<file path="config.mk">
export PLATFORM = sky130hd
export DESIGN_NAME = sb_line_tracker
export DESIGN_NICKNAME = d
export VERILOG_FILES = /design/src/rtl/sb_defs.sv /design/src/rtl/sb_idx_decoder.sv /design/src/rtl/sb_line_tracker.sv
export SDC_FILE = /design/constraint.sdc
export NUM_CORES = 1
export LEC_CHECK = 0
export BUFFER_PORTS_ARGS = -buffer_cell sky130_fd_sc_hd__clkbuf_2
export CORE_ASPECT_RATIO = 1.4
export CORE_MARGIN = 2
export CORE_UTILIZATION = 50
export DETAILED_ROUTE_END_ITERATION = 10
export GPL_TIMING_DRIVEN = 0
export PLACE_DENSITY = 0.8
export SETUP_SLACK_MARGIN = 0.1
export SKIP_LAST_GASP = 1
export SLEW_MARGIN = 10
export SYNTH_ARGS = -nofsm -noshare
export SYNTH_HDL_FRONTEND = slang
export SYNTH_SLANG_ARGS = --single-unit
</file>
<file path="constraint.sdc">
create_clock -name clk -period 7.3 [get_ports clk]
set_input_delay 0.73 -clock clk [delete_from_list [all_inputs] [get_ports clk]]
set_output_delay 0.73 -clock clk [all_outputs]
set_load 0.05 [all_outputs]
</file>
<file path="src/rtl/sb_defs.sv">
// Shared store-buffer definitions: line count and index/mask types.
package sb_defs;

    localparam int unsigned SB_NO_OF_LINES = 8;

    typedef logic [$clog2(SB_NO_OF_LINES)-1:0] sb_idx_t;
    typedef logic [SB_NO_OF_LINES-1:0]         sb_mask_t;

endpackage

</file>
<file path="src/rtl/sb_idx_decoder.sv">
// Line index to one-hot line select; all-zero when disabled.
module sb_idx_decoder
    import sb_defs::*;
#(
    parameter  int unsigned NUM_LINES = SB_NO_OF_LINES,
    localparam int unsigned IDX_W     = $clog2(NUM_LINES)
) (
    input  logic [IDX_W-1:0]     idx_i,
    input  logic                 en_i,
    output logic [NUM_LINES-1:0] sel_o
);

    always_comb begin
        sel_o = '0;
        if (en_i) begin
            sel_o[idx_i] = 1'b1;
        end
    end

endmodule

</file>
<file path="src/rtl/sb_line_tracker.sv">
// Store-buffer line occupancy tracker: lowest-free allocation, oldest-first drain.
// Optional SB_OCCUPANCY_CNT_EN adds occupancy_o and almost_full_o ports.
module sb_line_tracker
    import sb_defs::*;
#(
    parameter  int unsigned NUM_LINES = SB_NO_OF_LINES,
    localparam int unsigned IDX_W     = $clog2(NUM_LINES)
) (
    input  logic                 clk,
    input  logic                 rst_n,
    input  logic                 alloc_req_i,
    output logic                 alloc_gnt_o,
    output logic [IDX_W-1:0]     alloc_idx_o,
    output logic                 drain_valid_o,
    input  logic                 drain_ready_i,
    output logic [IDX_W-1:0]     drain_idx_o,
    output logic [NUM_LINES-1:0] drain_sel_o,
    output logic [NUM_LINES-1:0] line_valid_o,
    output logic                 full_o,
    output logic                 empty_o
`ifdef SB_OCCUPANCY_CNT_EN
    ,
    output logic [IDX_W:0]       occupancy_o,
    output logic                 almost_full_o
`endif
);

    localparam logic [IDX_W:0] FullCnt = NUM_LINES[IDX_W:0];

    logic [NUM_LINES-1:0] valid_q, valid_d;
    logic [NUM_LINES-1:0] alloc_mask, drain_clr;
    logic [IDX_W-1:0]     q_q [NUM_LINES];
    logic [IDX_W-1:0]     wr_ptr_q, rd_ptr_q;
    logic [IDX_W:0]       count_q, count_d;
    logic                 alloc_fire, drain_fire;

    assign full_o        = (count_q == FullCnt);
    assign empty_o       = (count_q == '0);
    assign alloc_gnt_o   = alloc_req_i && !full_o;
    assign drain_valid_o = !empty_o;
    assign alloc_fire    = alloc_gnt_o;
    assign drain_fire    = drain_valid_o && drain_ready_i;
    assign drain_idx_o   = empty_o ? '0 : q_q[rd_ptr_q];
    assign line_valid_o  = valid_q;

`ifdef SB_OCCUPANCY_CNT_EN
    assign occupancy_o   = count_q;
    assign almost_full_o = (count_q >= FullCnt - 1'b1);
`endif

    // Scan the registered bitmap, so a line draining this cycle is never re-offered.
    always_comb begin
        logic found;
        found       = 1'b0;
        alloc_idx_o = '0;
        for (int i = 0; i < int'(NUM_LINES); i++) begin
            if (!found && !valid_q[i]) begin
                alloc_idx_o = IDX_W'(i);
                found       = 1'b1;
            end
        end
    end

    sb_idx_decoder #(
        .NUM_LINES (NUM_LINES)
    ) u_drain_dec (
        .idx_i (drain_idx_o),
        .en_i  (drain_valid_o),
        .sel_o (drain_sel_o)
    );

    sb_idx_decoder #(
        .NUM_LINES (NUM_LINES)
    ) u_alloc_dec (
        .idx_i (alloc_idx_o),
        .en_i  (alloc_fire),
        .sel_o (alloc_mask)
    );

    assign drain_clr = drain_fire ? drain_sel_o : '0;
    assign valid_d   = (valid_q & ~drain_clr) | alloc_mask;

    always_comb begin
        count_d = count_q;
        case ({alloc_fire, drain_fire})
            2'b10:   count_d = count_q + 1'b1;
            2'b01:   count_d = count_q - 1'b1;
            default: count_d = count_q;
        endcase
    end

    always_ff @(posedge clk) begin
        if (!rst_n) begin
            valid_q  <= '0;
            wr_ptr_q <= '0;
            rd_ptr_q <= '0;
            count_q  <= '0;
        end else begin
            valid_q <= valid_d;
            count_q <= count_d;
            if (alloc_fire) begin
                wr_ptr_q <= wr_ptr_q + 1'b1;
            end
            if (drain_fire) begin
                rd_ptr_q <= rd_ptr_q + 1'b1;
            end
        end
    end

    // Queue entries are only read while occupied, so they need no reset.
    always_ff @(posedge clk) begin
        if (rst_n && alloc_fire) begin
            q_q[wr_ptr_q] <= alloc_idx_o;
        end
    end

endmodule

</file>
==> metrics.yaml <==
status:
  outcome: "finished, final reports clean"
finish:
  area_growth_pct: 13.6
  finalNetCount: 246
  drive_gt1_share_pct: 20.7
  diodes: 0
  num-fill-cells: 357
  final_common_cell: "clkbuf_2"
  most-common-layout-cells: "clkbuf_2, edfxtp_1, nand2_1"
min_path:
  worst_hold_path_type: "flip-flop to flip-flop"
route:
  dr.pass1.iters: 4
  via_per_inst: 5.82
  drtAntennaViolNets: 0
  totalWireLength_um: 4220
  dr_total_vias: 1640
  drc: 0
  route.detailed.wl_per_inst_um: 15.0
  drtIter0Drc: 44
setup_path:
  path_class: "flip-flop to output pin"
  required_ns: 6.57
  startpoint_type: "flip-flop"
  cp_max_fo: 10
  rrSetupSlack_ns: 4.59
  worstPathArrival_ns: 2.32
  end_kind: "output pin"
floorplan:
  placeableCoreArea_mm2: 0.00417
  die_area_mm2: 0.00484
  dieHeight_um: 81.6
  row_count: 28
  num_io_pins: 30
  die-width_um: 59.4
  start_util_pct: 51.5
cts:
  clock_latency_ns: 0.29
  cts_root_buffer: "clkbuf_8"
  cts_buffer_depth: 2
  cts_setup_buffers: 0
  cts.sinks: 45
  post_cts_resized: 0
  cts_tree: "built"
  htreeDepth: 2
  cts.clk_slew.worst_paths_ns: 0.08
  cts_made_buffers: 5
  holdBufCountCts: 0
placement:
  dp_hpwl_um: 3270
  portBuffers: 29
  globalplace.congestion: 0.941
synth:
  synth_cell_types: 41
  synth_fp_nets: 210
  synthFlopType: "edfxtp_1"
  yosys_warnings: 0
  syn_area_mm2: 0.00215
  async_reset_ff_share_pct: 0
  yosysSeqAreaShare_pct: 53.1
  synth-seq-cells: 45
  synth_cells: 200
  syn_area_per_cell_um2: 10.7
  synth_edf_count: 24
timing:
  rsz0062_at_grt: "false"
  tightest_slew_ns: 0.700
  finalHoldViolCount: 0
  fmax_ghz: 0.328
  slew_viol_final: 0
  setup_viol: 0
  finalCritPeriodShare_pct: 41.8
  relSlewSlack_pct: 53.1
  clock_skew_ns: 0.00685
  tns_ns: 0
  layout_min_cycle_time_ns: 3.05
global_routing:
  gr-total-overflow: 0
  antenna_found_initial: 0
  first_global_vias: 1456
  grt_pass1_wl_um: 6640
  grt_max_degree: 16
  track_usage_pct: 18.6
flow_run:
  max_cap_violations: 0
power_and_ir_drop:
  power_density_mw_per_mm2: 403
  p_total_mw: 0.983
  ir_worst_vdd_mv: 0.472
  cellLeakagePower_nw: 0.937
## registers in the layout (all words and copies together) (netlist names), named ones only
register	count
q_q	24
line_valid_o	8
count_q	4
rd_ptr_q	3
wr_ptr_q	3
## stage by stage
| stage | instances | hold WS (ns) | instance area, um2 | utilization [%] | setup slack, ns |
|---|---|---|---|---|---|
| floorplan | 200 | 0.467 | 2150 | - | 3.94 |
| global placement | 274 | 0.489 | 2350 | 56.4 | 4.57 |
| detailed placement | 274 | 0.511 | 2350 | 56.4 | 4.50 |
| CTS | 282 | 0.523 | 2440 | 58.5 | 4.24 |
| global route | 282 | 0.571 | 2440 | 58.5 | 4.09 |
| finish | 282 | 0.520 | 2440 | 58.5 | 4.25 |
## cell usage after synthesis, drive strengths merged, types with 3 or more instances
library cell	n	area share (%)
xnor2	6	2.4
dfxtp	21	20
nor2b	5	1.8
a21oi	3	0.70
o21ai	9	2.1
and3	4	1.5
buf	4	1.3
inv	9	1.7
nor2	12	2.1
a32o	4	1.9
edfxtp	24	34
a31oi	4	1.2
and2	11	3.2
nand4	3	0.87
ha	5	2.9
nand3	7	1.6
nand2	23	4.8
nor3	10	2.3
mux2i	12	5.6
a22oi	6	2.1
a21boi	3	1.0
## cell families (layout without fill, tap and decap cells)
logic type,count (synthesis),in the layout,synth area share [%]
AND/OR/NAND/NOR,83,83,21.0
flip-flops,45,45,53.1
AO/OA/AOI/OAI,32,32,10.2
buffers and inverters,15,52,3.38
multiplexers,12,12,5.59
XOR/XNOR,7,7,2.85
adder cells (fa/ha/maj),6,6,3.84
## routing by layer
layer  wire, um  up-vias  track usage [%]
li1           -      796                -
met1       1640      777             19.5
met2       2230       54             33.7
met3        201       13             2.83
met4        141        0             11.4
met5          0        -                0
## power by group
part	total (mW)	switching (mW)	internal (mW)
registers	0.326	0.0304	0.295
clock network	0.148	0.0797	0.0678
logic	0.510	0.367	0.143
total	0.983	0.477	0.507
## worst paths after layout
kind / depth (start not counted) / end / from
max: 7 / drain_sel_o[5] / flip-flop
min: 2 / flip-flop / rd_ptr_q[1]$_SDFFE_PN0P_
max reg2reg: 11 / count_q[3]$_SDFFE_PN0P_ / count_q[0]$_SDFFE_PN0P_
min reg2reg: 2 / flip-flop / rd_ptr_q[1]$_SDFFE_PN0P_
## worst max-delay path, stage by stage, from the launching register on
cell	delay, ns
dfxtp_1	0.40
buf_4	0.23
mux2i_1	0.09
a22oi_1	0.41
nand3_1	0.21
inv_1	0.20
and3_1	0.21
clkbuf_2	0.28
## final cells by class
cell class,count,area (um2),share of cell area (%)
flip-flops and latches,45,1140,46.8
multi-input cells,140,935,38.3
repair buffers,29,145,5.95
clock buffers,5,68.8,2.82
well taps,45,56.3,2.31
plain buffers,6,36.3,1.49
inverters,9,36.3,1.49
clock inverters,3,21.3,0.872
No activity file was read; power rests on OpenSTA's default activity.
